<file path="src/rtl/timer_pkg.sv">
// rtl/timer_pkg.sv - shared constants and APB FSM state type for the timer interrupt stage
package timer_pkg;

  localparam logic [7:0] ADDR_TIER  = 8'h10;
  localparam logic [7:0] ADDR_TISR  = 8'h11;
  localparam logic [7:0] ADDR_OVCNT = 8'h12;
  localparam logic [7:0] ADDR_IPEND = 8'h13;

  localparam int OVF_BIT = 0;
  localparam int UDF_BIT = 1;

  typedef enum logic [1:0] {
    ST_IDLE   = 2'd0,
    ST_SETUP  = 2'd1,
    ST_ACCESS = 2'd2
  } apb_state_e;

endpackage

</file>
<file path="src/rtl/timer_apb_if.sv">
// rtl/timer_apb_if.sv - APB slave FSM with programmable wait states and address decode
module timer_apb_if
  import timer_pkg::*;
#(
  parameter int WAIT = 0
) (
  input  logic       pclk,
  input  logic       preset_n,
  input  logic       psel,
  input  logic       penable,
  input  logic       pwrite,
  input  logic [7:0] paddr,
  output logic       pready,
  output logic       wr_en,
  output logic       rd_en,
  output logic       addr_hit
);

  localparam logic [3:0] WAIT_CNT = 4'(WAIT);

  apb_state_e state_q, state_nxt;
  logic [3:0] wait_q, wait_nxt;
  logic       setup_req;

  assign setup_req = psel && !penable;
  assign pready    = (state_q == ST_ACCESS) && (wait_q == WAIT_CNT);
  assign wr_en     = psel && penable && pready && pwrite;
  assign rd_en     = psel && penable && pready && !pwrite;
  assign addr_hit  = (paddr == ADDR_TIER) || (paddr == ADDR_TISR) ||
                     (paddr == ADDR_OVCNT) || (paddr == ADDR_IPEND);

  // State and wait counter registers; reset aborts any transfer in flight
  always_ff @(posedge pclk or negedge preset_n) begin
    if (!preset_n) begin
      state_q <= ST_IDLE;
      wait_q  <= 4'd0;
    end else begin
      state_q <= state_nxt;
      wait_q  <= wait_nxt;
    end
  end

  // Next-state: SETUP always lasts one cycle, ACCESS holds until the wait count is reached
  always_comb begin
    state_nxt = state_q;
    wait_nxt  = wait_q;
    case (state_q)
      ST_IDLE: begin
        wait_nxt = 4'd0;
        if (setup_req) state_nxt = ST_SETUP;
      end
      ST_SETUP: begin
        wait_nxt  = 4'd0;
        state_nxt = ST_ACCESS;
      end
      ST_ACCESS: begin
        if (wait_q == WAIT_CNT) begin
          wait_nxt  = 4'd0;
          state_nxt = setup_req ? ST_SETUP : ST_IDLE;
        end else begin
          wait_nxt = wait_q + 4'd1;
        end
      end
      default: begin
        state_nxt = ST_IDLE;
        wait_nxt  = 4'd0;
      end
    endcase
  end

endmodule

</file>
<file path="src/rtl/timer_irq_ctrl.sv">
// rtl/timer_irq_ctrl.sv - timer overflow/underflow status latch, event counter and interrupt line
module timer_irq_ctrl
  import timer_pkg::*;
#(
  parameter int WAIT = 0
) (
  input  logic       pclk,
  input  logic       preset_n,
  input  logic       psel,
  input  logic       penable,
  input  logic       pwrite,
  input  logic [7:0] paddr,
  input  logic [7:0] pwdata,
  output logic [7:0] prdata,
  output logic       pready,
  output logic       pslverr,
  input  logic       ovf_pulse,
  input  logic       udf_pulse,
  output logic       irq
);

  logic       wr_en, rd_en, addr_hit;
  logic       wr_tier, wr_tisr, wr_ovcnt;
  logic [1:0] tier_q, tier_nxt;
  logic [1:0] tisr_q, tisr_nxt;
  logic [1:0] pulse_set, w1c_mask;
  logic [7:0] ovcnt_q, ovcnt_nxt;
  logic [7:0] rd_mux;
  logic       unused_pwdata;

  timer_apb_if #(.WAIT(WAIT)) u_apb_if (
    .pclk     (pclk),
    .preset_n (preset_n),
    .psel     (psel),
    .penable  (penable),
    .pwrite   (pwrite),
    .paddr    (paddr),
    .pready   (pready),
    .wr_en    (wr_en),
    .rd_en    (rd_en),
    .addr_hit (addr_hit)
  );

  assign wr_tier       = wr_en && (paddr == ADDR_TIER);
  assign wr_tisr       = wr_en && (paddr == ADDR_TISR);
  assign wr_ovcnt      = wr_en && (paddr == ADDR_OVCNT);
  assign unused_pwdata = ^pwdata[7:2];

  // Next register values: pulses win over a same-cycle W1C, counter saturates at 0xFF
  always_comb begin
    pulse_set          = 2'b00;
    pulse_set[OVF_BIT] = ovf_pulse;
    pulse_set[UDF_BIT] = udf_pulse;
    w1c_mask           = wr_tisr ? pwdata[1:0] : 2'b00;
    tier_nxt           = wr_tier ? pwdata[1:0] : tier_q;
    tisr_nxt           = (tisr_q & ~w1c_mask) | pulse_set;
    ovcnt_nxt          = ovcnt_q;
    if (wr_ovcnt) begin
      ovcnt_nxt = ovf_pulse ? 8'h01 : 8'h00;
    end else if (ovf_pulse && (ovcnt_q != 8'hFF)) begin
      ovcnt_nxt = ovcnt_q + 8'h01;
    end
  end

  // Register file and irq; irq looks at next-state values so it follows the cause by one cycle
  always_ff @(posedge pclk or negedge preset_n) begin
    if (!preset_n) begin
      tier_q  <= 2'b00;
      tisr_q  <= 2'b00;
      ovcnt_q <= 8'h00;
      irq     <= 1'b0;
    end else begin
      tier_q  <= tier_nxt;
      tisr_q  <= tisr_nxt;
      ovcnt_q <= ovcnt_nxt;
      irq     <= |(tier_nxt & tisr_nxt);
    end
  end

  // Read mux; unmapped addresses read as zero and the bus is quiet outside a read completion
  always_comb begin
    rd_mux = 8'h00;
    case (paddr)
      ADDR_TIER:  rd_mux = {6'd0, tier_q};
      ADDR_TISR:  rd_mux = {6'd0, tisr_q};
      ADDR_OVCNT: rd_mux = ovcnt_q;
      ADDR_IPEND: rd_mux = {6'd0, tier_q & tisr_q};
      default:    rd_mux = 8'h00;
    endcase
  end

  assign prdata  = rd_en ? rd_mux : 8'h00;
  assign pslverr = pready && !addr_hit;

endmodule

</file>
<file path="config.mk">
export PLATFORM = sky130hd
export DESIGN_NAME = timer_irq_ctrl
export DESIGN_NICKNAME = d
export VERILOG_FILES = /design/src/rtl/timer_pkg.sv /design/src/rtl/timer_apb_if.sv /design/src/rtl/timer_irq_ctrl.sv
export SDC_FILE = /design/constraint.sdc
export NUM_CORES = 1
export LEC_CHECK = 0
export ABC_AREA = 1
export BUFFER_PORTS_ARGS = -buffer_cell sky130_fd_sc_hd__buf_2
export CORE_ASPECT_RATIO = 0.9
export CORE_MARGIN = 1
export CORE_UTILIZATION = 35
export DETAILED_ROUTE_END_ITERATION = 8
export MAX_ROUTING_LAYER = met4
export PLACE_DENSITY = 0.67
export SLEW_MARGIN = 20
export SYNTH_ARGS = -nofsm -noshare
export SYNTH_HDL_FRONTEND = slang
export SYNTH_SLANG_ARGS = --single-unit
</file>
<file path="constraint.sdc">
create_clock -name pclk -period 2 [get_ports pclk]
set_clock_uncertainty 0.05 [all_clocks]
set_input_delay 0.3 -clock pclk [delete_from_list [all_inputs] [get_ports pclk]]
set_output_delay 0.3 -clock pclk [all_outputs]
set_load 0.01 [all_outputs]
</file>
======== Word-level counts from Yosys, hierarchy flattened ========
Cells that the tools add are included.
Widths: inputs -> output; s select.
operators by class
  muxes and demuxes ....................... 13
  reduce and logical (&&, ||, !) cells .... 22
  bitwise operators ....................... 5
  add/sub/neg operators ................... 2
  equality and inequality tests ........... 9
operators with widths
  cell                 count
  $eq 8x5->1 const B   4
  $pmux 8 s4           1
  $mux 8               3
  $logic_and 1x1->1    11
  $add 8x1->8 const B  1
  $mux 2               4
  $mux 4               2
  $ne 8x8->1 const B   1
  $and 2x2->2          3
  $pmux 2 s3           1
  $add 4x1->4 const B  1
  $logic_not 4->1      1
  $logic_not 1->1      3
  $logic_or 1x1->1     3
  $eq 2x1->1 const B   1
  $eq 2x2->1 const B   1
  $logic_not 2->1      1
  $mux 1               2
  $ne 2x1->1 const B   1
  $ne 2x2->1 const B   1
  $not 2->2            1
  $or 2x2->2           1
  $reduce_and 2->1     1
  $reduce_bool 2->1    1
  $reduce_or 2->1      1
storage, ports and cells
  input port bits ......................... 23
  register bits ........................... 19
  word-level logic and storage cells ...... 57

======== Longest topological paths before layout ========
Gate-level depths: netlist of run 1.
  word-level depth ........................ 11
  gate-level depth with buffers ........... 10
  mapped depth without buffers ............ 10

======== Cells and area by module ========
Synthesis of run 1 repeated with hierarchy kept, for this count alone.
unflattened totals
  cell total of the unflattened synthesis .. 174
  area, all modules ....................... 1243.7 sq um
by module, submodules not included
  module          times used  area an instance (sq um)  cells an instance  sequential area each (sq um)
  timer_irq_ctrl  1           912.1                     131                325.3
  timer_apb_if    1           331.6                     43                 150.1

======== Least setup slack after synthesis of run 1 ========
OpenSTA, ideal clock, no wires.
  path kind ............................... register -> output
  start ................................... register u_apb_if.wait_q[0]
  end ..................................... output prdata[2]
  arrival ................................. 1.309 ns
  path buffers ............................ 0
  data required time ...................... 1.650 ns
  path slack .............................. 0.341 ns
  stages on the path, launching flop included .. 7
  path through ............................ dfrtp_1 inv_1 ha_1 nand3_2 nor2_4 nand2_1 nor3_1
between the ends
  longest elaborated chain between the ends .. 5
ends and longest elaborated chain
  element                         RTL line              source
  start: declaration              timer_apb_if.sv:22    logic [3:0] wait_q, wait_nxt;
  start signal: assignment        timer_apb_if.sv:39    wait_q <= wait_nxt;
  $logic_not 4->1                 timer_apb_if.sv:26    assign pready = (state_q == ST_ACCESS) && (wait_q == WAIT_CNT);
  $logic_and 1x1->1               timer_apb_if.sv:26
  $logic_and 1x1->1 (2 in a row)  timer_apb_if.sv:28    assign rd_en = psel && penable && pready && !pwrite;
  $mux 8                          timer_irq_ctrl.sv:92  assign prdata = rd_en ? rd_mux : 8'h00;
  end: declaration                timer_irq_ctrl.sv:14  output logic [7:0] prdata,
Every way passes these cells.

======== Worst setup path after layout of run 1 ========
  start ................................... register u_apb_if.wait_q[1]
  end ..................................... output prdata[0]
Same word-level chain as after synthesis.

==> results of run 1 <==
cell usage after synthesis:
master    number
nor2_1        25
nand4_1        4
dfrtp_1       19
ha_1           3
nand3_4        1
xor2_1         1
o21ai_1        2
xnor2_1        1
o21ai_2        2
and3_1         1
nor3_2         1
clkinv_2       1
a21oi_1        2
nor3_1         9
a31oi_1        1
nor2_4         3
o21ai_0        4
nor4_1         1
inv_2          3
nor2_2         3
inv_1         27
nand2_1       40
nand3_1        7
nand3_2        4
nand2_2        2
state kept, by name (all words and copies together), names as in the netlist:
name,flops
tier_q,2
irq,1
u_apb_if.state_q,2
tisr_q,2
ovcnt_q,8
u_apb_if.wait_q,4
metrics by stage:
step                setup TNS (ns)  power (W)  utilization  hold WS (ns)  cell area [um2]
floorplan                        0  0.0007264            -      -0.04559             1206
global placement                 0  0.0008061       0.4456        0.2141             1409
detailed placement               0  0.0008146       0.4456        0.2180             1409
CTS                              0   0.001084       0.4638        0.1565             1466
global route             -0.006263   0.001154       0.4765        0.1572             1506
finish                           0   0.001076       0.4765        0.1676             1506
final cells by class:
class	instances	area [um2]	area share
inverter	31	117.6	0.07807
tap	42	52.55	0.03488
clock buffer	4	45.04	0.02990
timing repair buffer	30	160.2	0.1063
sequential	19	475.5	0.3156
multi-input combinational	117	655.6	0.4352
report_power, final:
group          switching [W]  internal [W]  leakage [nW]
clock               0.000119      0.000141        0.0228
combinational       0.000193      0.000105         0.529
sequential         0.0000588      0.000459         0.233
total               0.000371      0.000705         0.785
logic make-up after synthesis:
family	after synthesis
AND/OR/NAND/NOR	101
XOR/XNOR	2
adder cells (fa/ha/maj)	3
AO/OA/AOI/OAI	11
buffers and inverters	31
flip-flops	19
path summary, 6_finish.rpt:
kind | start | endpoint | slack, ns | depth (start not counted)
max | u_apb_if.wait_q[1] | prdata[0] | 0.08 | 7
min | penable | u_apb_if.state_q[0] | 0.17 | 2
max reg2reg | u_apb_if.wait_q[1] | irq | 0.45 | 10
min reg2reg | u_apb_if.wait_q[0] | u_apb_if.wait_q[0] | 0.45 | 1
max in group asynchronous | preset_n | ovcnt_q[7] | 1.12 | 2
min in group asynchronous | preset_n | ovcnt_q[3] | 0.47 | 2
repair_timing:
item	4_1_cts	5_1_grt
pin swaps	0	5
gates resized for setup	1	8
hold buffers	1	0
endpoints found under the setup margin	3	8
endpoints found under the hold margin	19	0
gates cloned	0	0
layout by cell type (no fill, tap or decap), drive strengths merged:
cell         count
a21oi            2
nor2            31
nor4             1
xor2             1
buf             29
clkinv           1
o21ai            8
clkbuf           4
dfrtp           19
ha               3
xnor2            1
and3             1
a31oi            1
nand3           12
nand4            4
dlygate4sd3      1
inv             30
nand2           42
nor3            10
metal layers:
layer	part of all wire	vias to the layer above	wire, um
met3	0.048	2	117
met4	0.0085	0	21
met1	0.52	471	1268
met2	0.43	23	1050
li1	-	588	-
met5	0	-	0
==> metrics.txt, run 1 <==
Placed Cells 238; CTS Buf Count 3; adder-cell share of the synthesized area 0.03112; fin cells 243; Rel. slew slack 0.7063; CP Data Required Time 1.65 ns; GR peak layer met2; fillcell total 310; DR pass1 iterations 4; PwrDens 714.0 nW/um2; synth unique cells 25; min Tclk post-route 1.924 ns; CTS sink cnt 19; DRT Wirelength 2457 um; Core Area 3162 um2; initial antenna violation count 0; DRT iter0 DRCs 40; Die Y 57.69 um; Mapped Cells 167; final worst path period share 0.9619; Clk Tree Root Cell clkbuf_8; Buf/Inv on CP 2; GRT overflow 0; Die ar. 3685 um2; GR Util met3 0.02953; GR Layer Usage met2 0.2264; I/O pin cnt 34; final net count 228; crit path kind flip-flop to output pin; crit-path leading delay family simple AND/OR/NAND/NOR gates; post-synthesis xor/xnor area fraction 0.01452; syn avg cell area 7.222 um2; largest family of logic cells by synthesized area simple AND/OR/NAND/NOR gates; # DRC 0; All-Layer GR Usage 0.1430; vias 1,084; Syn. warnings 0; CP endpoint kind output pin; H-tree depth 1; Simple-Gate Fraction of Synth Area 0.4098; critical path fanouts, max 4; mapped cell area 1206 um2; Final Max Slew Viols 0; #FFs+latches synth 19; post-synth net total 193; Worst setup SP type flip-flop; TritonCTS clock tree built; drt wl/cell 10.11 um; dpl ws 0.2558 ns; worst skew pair latency 0.25 ns; Max VDD drop 0.5101 mV; number of global-route vias before repair 941; Max-Cap Viols 0; post-synthesis compound-gate area fraction 0.05290; type of the most critical hold path primary input to flip-flop; post-DP HPWL 1950 um; share of layout cells above drive strength 1 0.2886; # diodes 0; die width 63.88 um; Setup Buffers After CTS 0; status completed; Setup WS post-layout 0.07623 ns; Slew @ Worst Pin 0.4406 ns; post-synth top area share 0.3942; post-synthesis cell type with the largest combined area dfrtp_1; final setup violating endpoints 0; worst path cell trace inv_1 > ha_4 > nand3_4 > nor2_4 > nand3_1 > nor2_1 > buf_2; post-route ant nets 0; crit path max-delay cell type dfrtp_1; Fmax 519.8 MHz; slowest stage delay, CP 0.39 ns; clock-pin transition on the worst setup and hold timing paths 0.06 ns; sequential element share of the synthesized area 0.3942; Avg Vias per Cell 4.461; GR Layer Usage met1 0.1826; PortBufs 27; P&R area growth vs syn 24.90%; synth top area cells dfrtp_1 (39%), nand2_1 (12%), inv_1 (8.4%); Final Hold Fails 0; portion of netlist area occupied by mux cells 0; first-pass GRT wire length 3933 um; Max Root-Sink Buffers 2; placer's final routability congestion estimate 0.8360; Starting Density 0.3815; row cnt 19; leak pwr 0.7853 nW; largest net degree at the start of global routing 20; crit path DAT 1.57 ns
No activity file was read; power rests on OpenSTA's default activity.
==> inputs of run 2 (changes only) <==
--- a/config.mk
+++ b/config.mk
@@ -5,14 +5,14 @@
 export SDC_FILE = /design/constraint.sdc
 export NUM_CORES = 1
 export LEC_CHECK = 0
-export ABC_AREA = 1
+export ABC_AREA = 0
 export BUFFER_PORTS_ARGS = -buffer_cell sky130_fd_sc_hd__buf_2
 export CORE_ASPECT_RATIO = 0.9
-export CORE_MARGIN = 1
+export CORE_MARGIN = 2
 export CORE_UTILIZATION = 35
 export DETAILED_ROUTE_END_ITERATION = 8
 export MAX_ROUTING_LAYER = met4
-export PLACE_DENSITY = 0.67
+export PLACE_DENSITY = 0.68
 export SLEW_MARGIN = 20
 export SYNTH_ARGS = -nofsm -noshare
 export SYNTH_HDL_FRONTEND = slang
==> run 2 against run 1 <==
The run now ends with negative setup slack left. Sequential share of layout area decreased by 0.31 points. Design area increased by 1.0%. Routed wire length decreased by 2.7%. Via count decreased by 11%. First-iteration DRC count decreased by 53%. Maximum frequency decreased by 20%. Die area about the same. Worst hold slack improved by 0.0046 ns.
==> metrics.txt, run 2 <==
status finished, violations left; violations in the final reports negative setup slack; DRT Wirelength 2390 um; Main synth FF type dfrtp_1; #FFs+latches synth 19; fin cells 205; syn avg cell area 9.792 um2; H-tree depth 1; vias 962; Setup WS post-layout -0.4099 ns; final worst path period share 1.205; CTS sink cnt 19; DR pass1 iterations 4; DRT iter0 DRCs 19; clock-pin transition on the worst setup and hold timing paths 0.11 ns; Largest register FFs 8; leak pwr 0.7497 nW; Max-Cap Viols 0; type of the most critical hold path primary input to flip-flop; # DRC 0; # diodes 0; Final Max Slew Viols 0; Commonest cells post-synth dfrtp_1 (19), nor2_1 (19), nand2_1 (11), and2_1 (8); Clk Tree Root Cell clkbuf_4; largest net degree at the start of global routing 20; Placed Cells 194; PortBufs 27; worst reg2reg path depth 8; Max VDD drop 0.2246 mV; number of flops mapped to enable cells by yosys 0; Core Area 3067 um2; drt wl/cell 11.66 um; crit path DAT 2.06 ns; final net count 190; Die Y 57.81 um; synth unique cells 32; Rel. slew slack 0.7109; Worst setup SP type flip-flop; most frequent cells in the layout buf_2 (27), nor2_1 (19), dfrtp_1 (19); sequential element share of the synthesized area 0.4222; post-synth net total 141; Slew @ Worst Pin 0.4336 ns; Max Root-Sink Buffers 2; post-route ant nets 0; GRT overflow 0; final setup violating endpoints 9; Starting Density 0.3672; largest register by flop count ovcnt_q; CP endpoint kind output pin; P&R area growth vs syn 35.11%; TritonCTS clock tree built; Avg Vias per Cell 4.693; Final Hold Fails 0; share of layout cells above drive strength 1 0.3804; synth top area cells dfrtp_1 (42%), nor2_1 (6.3%), nor4b_4 (6.3%); critical path fanouts, max 6; Top Registers ovcnt_q x8, u_apb_if.wait_q x4; Layout Utilization 0.4961; number of global-route vias before repair 907; most common cell after layout, fill and taps aside buf_2; CTS Buf Count 3; placer's final routability congestion estimate 0.8248; Syn. warnings 0; row cnt 19; Mapped Cells 115; Fmax 415.0 MHz; I/O pin cnt 34; crit path kind flip-flop to output pin; initial antenna violation count 0; PwrDens 585.1 nW/um2; post-synthesis cell type with the largest combined area dfrtp_1; RSZ-0062 raised after global routing yes; Die ar. 3688 um2; worst hold path depth 2; post-DP HPWL 1846 um; ys async rst share 1.000; mapped cell area 1126 um2; die width 63.79 um; post-synth top area share 0.4222; min Tclk post-route 2.410 ns; CP Data Required Time 1.65 ns; first-pass GRT wire length 4043 um; worst skew pair latency 0.29 ns; All-Layer GR Usage 0.1445
==> run 2: cell count changes in the layout (fill, tap and decap cells not counted), sizes merged, moves of 4 or more <==
cell	change
mux2i	+4
nor2	-12
nor3	-6
inv	-26
buf	+15
xnor2	+4
nand3	-7
and2	+8
nand2	-31
o21ai	-5
==> run 2: what timing repair did <==
| item | CTS | global route |
|---|---|---|
| gates resized for setup | 10 | 1 |
| hold buffers | 1 | 0 |
| endpoints found under the setup margin | 9 | 9 |
| endpoints found under the hold margin | 19 | 0 |
| pin swaps | 10 | 9 |
| buffers inserted | 5 | 2 |
| gates cloned | 0 | 0 |
==> run 2: stage by stage <==
stage / TNS, ns / area, um2 / setup slack [ns] / hold slack, ns / power (W)
after floorplan: 0 / 1126 / 0.05092 / -0.04559 / 0.0006213
after global placement: -0.5915 / 1391 / -0.09742 / 0.2117 / 0.0006837
after detailed placement: -0.7640 / 1391 / -0.1206 / 0.2183 / 0.0006993
after CTS: -3.431 / 1500 / -0.4603 / 0.1575 / 0.0008992
after global routing: -4.203 / 1521 / -0.5618 / 0.1560 / 0.0009582
final: -3.011 / 1521 / -0.4099 / 0.1721 / 0.0008901
==> run 2: critical path, cell delays in order, from the launching register on <==
cell and delay [ns]:
dfrtp_1 0.39, inv_1 0.06, ha_2 0.18, nor3b_4 0.18, and4_4 0.25, nand2_4 0.06, nor4b_4 0.33, and2_1 0.18
buf_2 0.12
==> run 2: layer usage <==
layer | part of all wire | track usage | vias up
li1 | - | - | 492
met1 | 0.47 | 0.1914 | 458
met2 | 0.50 | 0.2277 | 10
met3 | 0.021 | 0.01165 | 2
met4 | 0.0084 | 0.06522 | 0
met5 | 0 | - | -
==> run 2: path summary, 6_finish.rpt <==
| kind | end | from | slack [ns] |
|---|---|---|---|
| min reg2reg | u_apb_if.state_q[1] | u_apb_if.state_q[1] | 0.44 |
| max in group asynchronous | ovcnt_q[3] | preset_n | 1.18 |
| max | prdata[2] | u_apb_if.wait_q[1] | -0.41 |
| min in group asynchronous | u_apb_if.state_q[0] | preset_n | 0.42 |
| min | tisr_q[1] | udf_pulse | 0.17 |
| max reg2reg | irq | u_apb_if.wait_q[1] | -0.09 |
==> run 2: cells by family after synthesis <==
kind of cell	share of synthesized area
AO/OA/AOI/OAI	0.07222
AND/OR/NAND/NOR	0.3522
multiplexers	0.05556
flip-flops	0.4222
XOR/XNOR	0.04667
buffers and inverters	0.01777
adder cells (fa/ha/maj)	0.03334
==> run 2: report_power, final <==
group          leakage (nW)  internal [W]  switching (W)
Clock                0.0177     0.0000744       0.000117
Sequential            0.243      0.000439      0.0000645
Combinational         0.489     0.0000918       0.000104
==> run 2: final cells by class <==
class	instances	area, um2
Clock inverter	1	5.005
Clock buffer	3	22.52
Fill cell	287	1545
Sequential cell	19	475.5
Multi-Input combinational cell	91	674.4
Inverter	4	15.01
Tap cell	42	52.55
Timing Repair Buffer	45	276.5
==> inputs of run 3 (changes only) <==
--- a/config.mk
+++ b/config.mk
@@ -13,6 +13,7 @@
 export DETAILED_ROUTE_END_ITERATION = 8
 export MAX_ROUTING_LAYER = met4
 export PLACE_DENSITY = 0.68
+export REMOVE_ABC_BUFFERS = 1
 export SLEW_MARGIN = 20
 export SYNTH_ARGS = -nofsm -noshare
 export SYNTH_HDL_FRONTEND = slang
==> run 3 against run 2 <==
The run still ends with negative setup slack left. Sequential share of layout area shrank 0.46 points. Setup slack lost 0.0050 ns. Global-route usage up 1.7 points. Die area is the same. Count of clock-buffer cells in the layout rose by 1. Worst hold slack lost 0.010 ns. Non-clock buffer count up 3. Sequential cell count is the same. Critical path type unchanged.
==> metrics.txt, run 3 (same netlist as run 2, synthesis figures left out) <==
status finished, violations left; violations in the final reports negative setup slack; min Tclk post-route 2.415 ns; clock-pin transition on the worst setup and hold timing paths 0.11 ns; Worst setup SP type flip-flop; critical path fanouts, max 6; crit path max-delay cell type dfrtp_1; PwrDens 580.4 nW/um2; final setup violating endpoints 9; most common cell after layout, fill and taps aside buf_2; Avg Vias per Cell 4.692; PortBufs 27; Buf/Inv on CP 2; Clk Tree Root Cell clkbuf_4; row cnt 19; crit path kind flip-flop to output pin; top layer in use met4; Top Registers ovcnt_q x8, u_apb_if.wait_q x4; # DRC 0; final net count 193; initial antenna violation count 0; H-tree depth 1; largest net degree at the start of global routing 20; Max Root-Sink Buffers 2; P&R area growth vs syn 37.11%; number of global-route vias before repair 1,028; Final Hold Fails 0; most frequent cells in the layout buf_2 (28), nor2_1 (19), dfrtp_1 (19); Starting Density 0.3672; die width 63.79 um; Setup WS post-layout -0.4149 ns; Final Max Slew Viols 0; CP endpoint kind output pin; Layout Utilization 0.5035; DRT iter0 DRCs 33; Die Y 57.81 um; Core Area 3067 um2; DR pass1 iterations 4; drt wl/cell 12.34 um; placer's final routability congestion estimate 0.8069; share of layout cells above drive strength 1 0.3855; Die ar. 3688 um2; Slew @ Worst Pin 0.4238 ns; Design Area, Final 1544 um2; final worst path period share 1.207; metal2 WL 1309 um; DRT Wirelength 2567 um; Placed Cells 195; type of the most critical hold path primary input to flip-flop; All-Layer GR Usage 0.1617; setup TNS -3.072 ns; worst skew pair latency 0.30 ns; RSZ-0062 raised after global routing yes; largest register by flop count ovcnt_q; first-pass GRT wire length 4526 um; GRT overflow 0; CP Data Required Time 1.65 ns; Max-Cap Viols 0; I/O pin cnt 34; post-route ant nets 0; Met3 Routed Length 57 um; crit path DAT 2.06 ns; vias 976; fin cells 208; CTS sink cnt 19; Fmax 414.1 MHz; crit-path leading delay family simple AND/OR/NAND/NOR gates; worst path cell trace inv_1 > ha_2 > nor3b_4 > and4_4 > nand2_4 > nor4b_4 > and2_1 > buf_2; DRT met1 WL 1181 um; Power, Total 0.0008961 W; leak pwr 0.7702 nW; slowest stage delay, CP 0.40 ns; Rel. slew slack 0.7175; CTS Buf Count 3; # diodes 0; Max VDD drop 0.2041 mV; TritonCTS clock tree built; Largest register FFs 8; Cell Area, Placed 1399 um2; post-DP HPWL 1949 um
-- run 3: final cells by class --
class | count | area (um2)
inverter | 4 | 15.01
multi-input combinational | 91 | 674.4
sequential | 19 | 475.5
fill | 263 | 1523
tap | 42 | 52.55
timing repair buffer | 48 | 300.3
clock buffer | 4 | 26.28
-- run 3: path summary, 6_finish.rpt --
kind / from / endpoint / slack [ns] / cells after the start
worst max register to register: u_apb_if.wait_q[1] / irq / -0.08 / 8
min in group asynchronous: preset_n / u_apb_if.state_q[1] / 0.41 / 2
worst min register to register: u_apb_if.state_q[1] / u_apb_if.state_q[1] / 0.47 / 1
worst max-delay path: u_apb_if.wait_q[1] / prdata[2] / -0.41 / 8
worst min-delay path: udf_pulse / tisr_q[1] / 0.16 / 2
max in group asynchronous: preset_n / ovcnt_q[3] / 1.19 / 2
-- run 3: stage by stage --
step,setup WS [ns],hold WS [ns]
6_report,-0.4149,0.1618
5_1_grt,-0.5545,0.1550
4_1_cts,-0.4801,0.1573
3_5_place_dp,-0.1610,0.2196
3_3_place_gp,-0.1208,0.2100
2_1_floorplan,0.05092,-0.04559
-- run 3: what timing repair did --
item	in CTS	in global routing
setup buffers	7	2
pin swaps	11	9
hold buffers	1	0
gates resized for setup	10	3
hold endpoints to repair	19	0
endpoints found under the setup margin	9	11
cloned	0	1
-- run 3: worst register-to-register path, cell delays in order (launching register included) --
cell and delay, ns:
dfrtp_1 0.40, inv_1 0.06, ha_2 0.17, nor3b_4 0.20, buf_4 0.15, nand4_4 0.08, nor4b_4 0.31, mux2_4 0.34
a22o_1 0.22
-- run 3: where the power goes --
group	switching (W)	internal, W
clock	0.000123	0.0000776
sequential	0.0000601	0.000439
combinational	0.000103	0.0000928
total	0.000286	0.000610
-- run 3: layer usage --
layer | global-route usage | vias to the layer above
met5 | - | -
met4 | 0.06522 | 0
met3 | 0.01165 | 2
met2 | 0.2827 | 12
met1 | 0.1953 | 462
li1 | - | 500
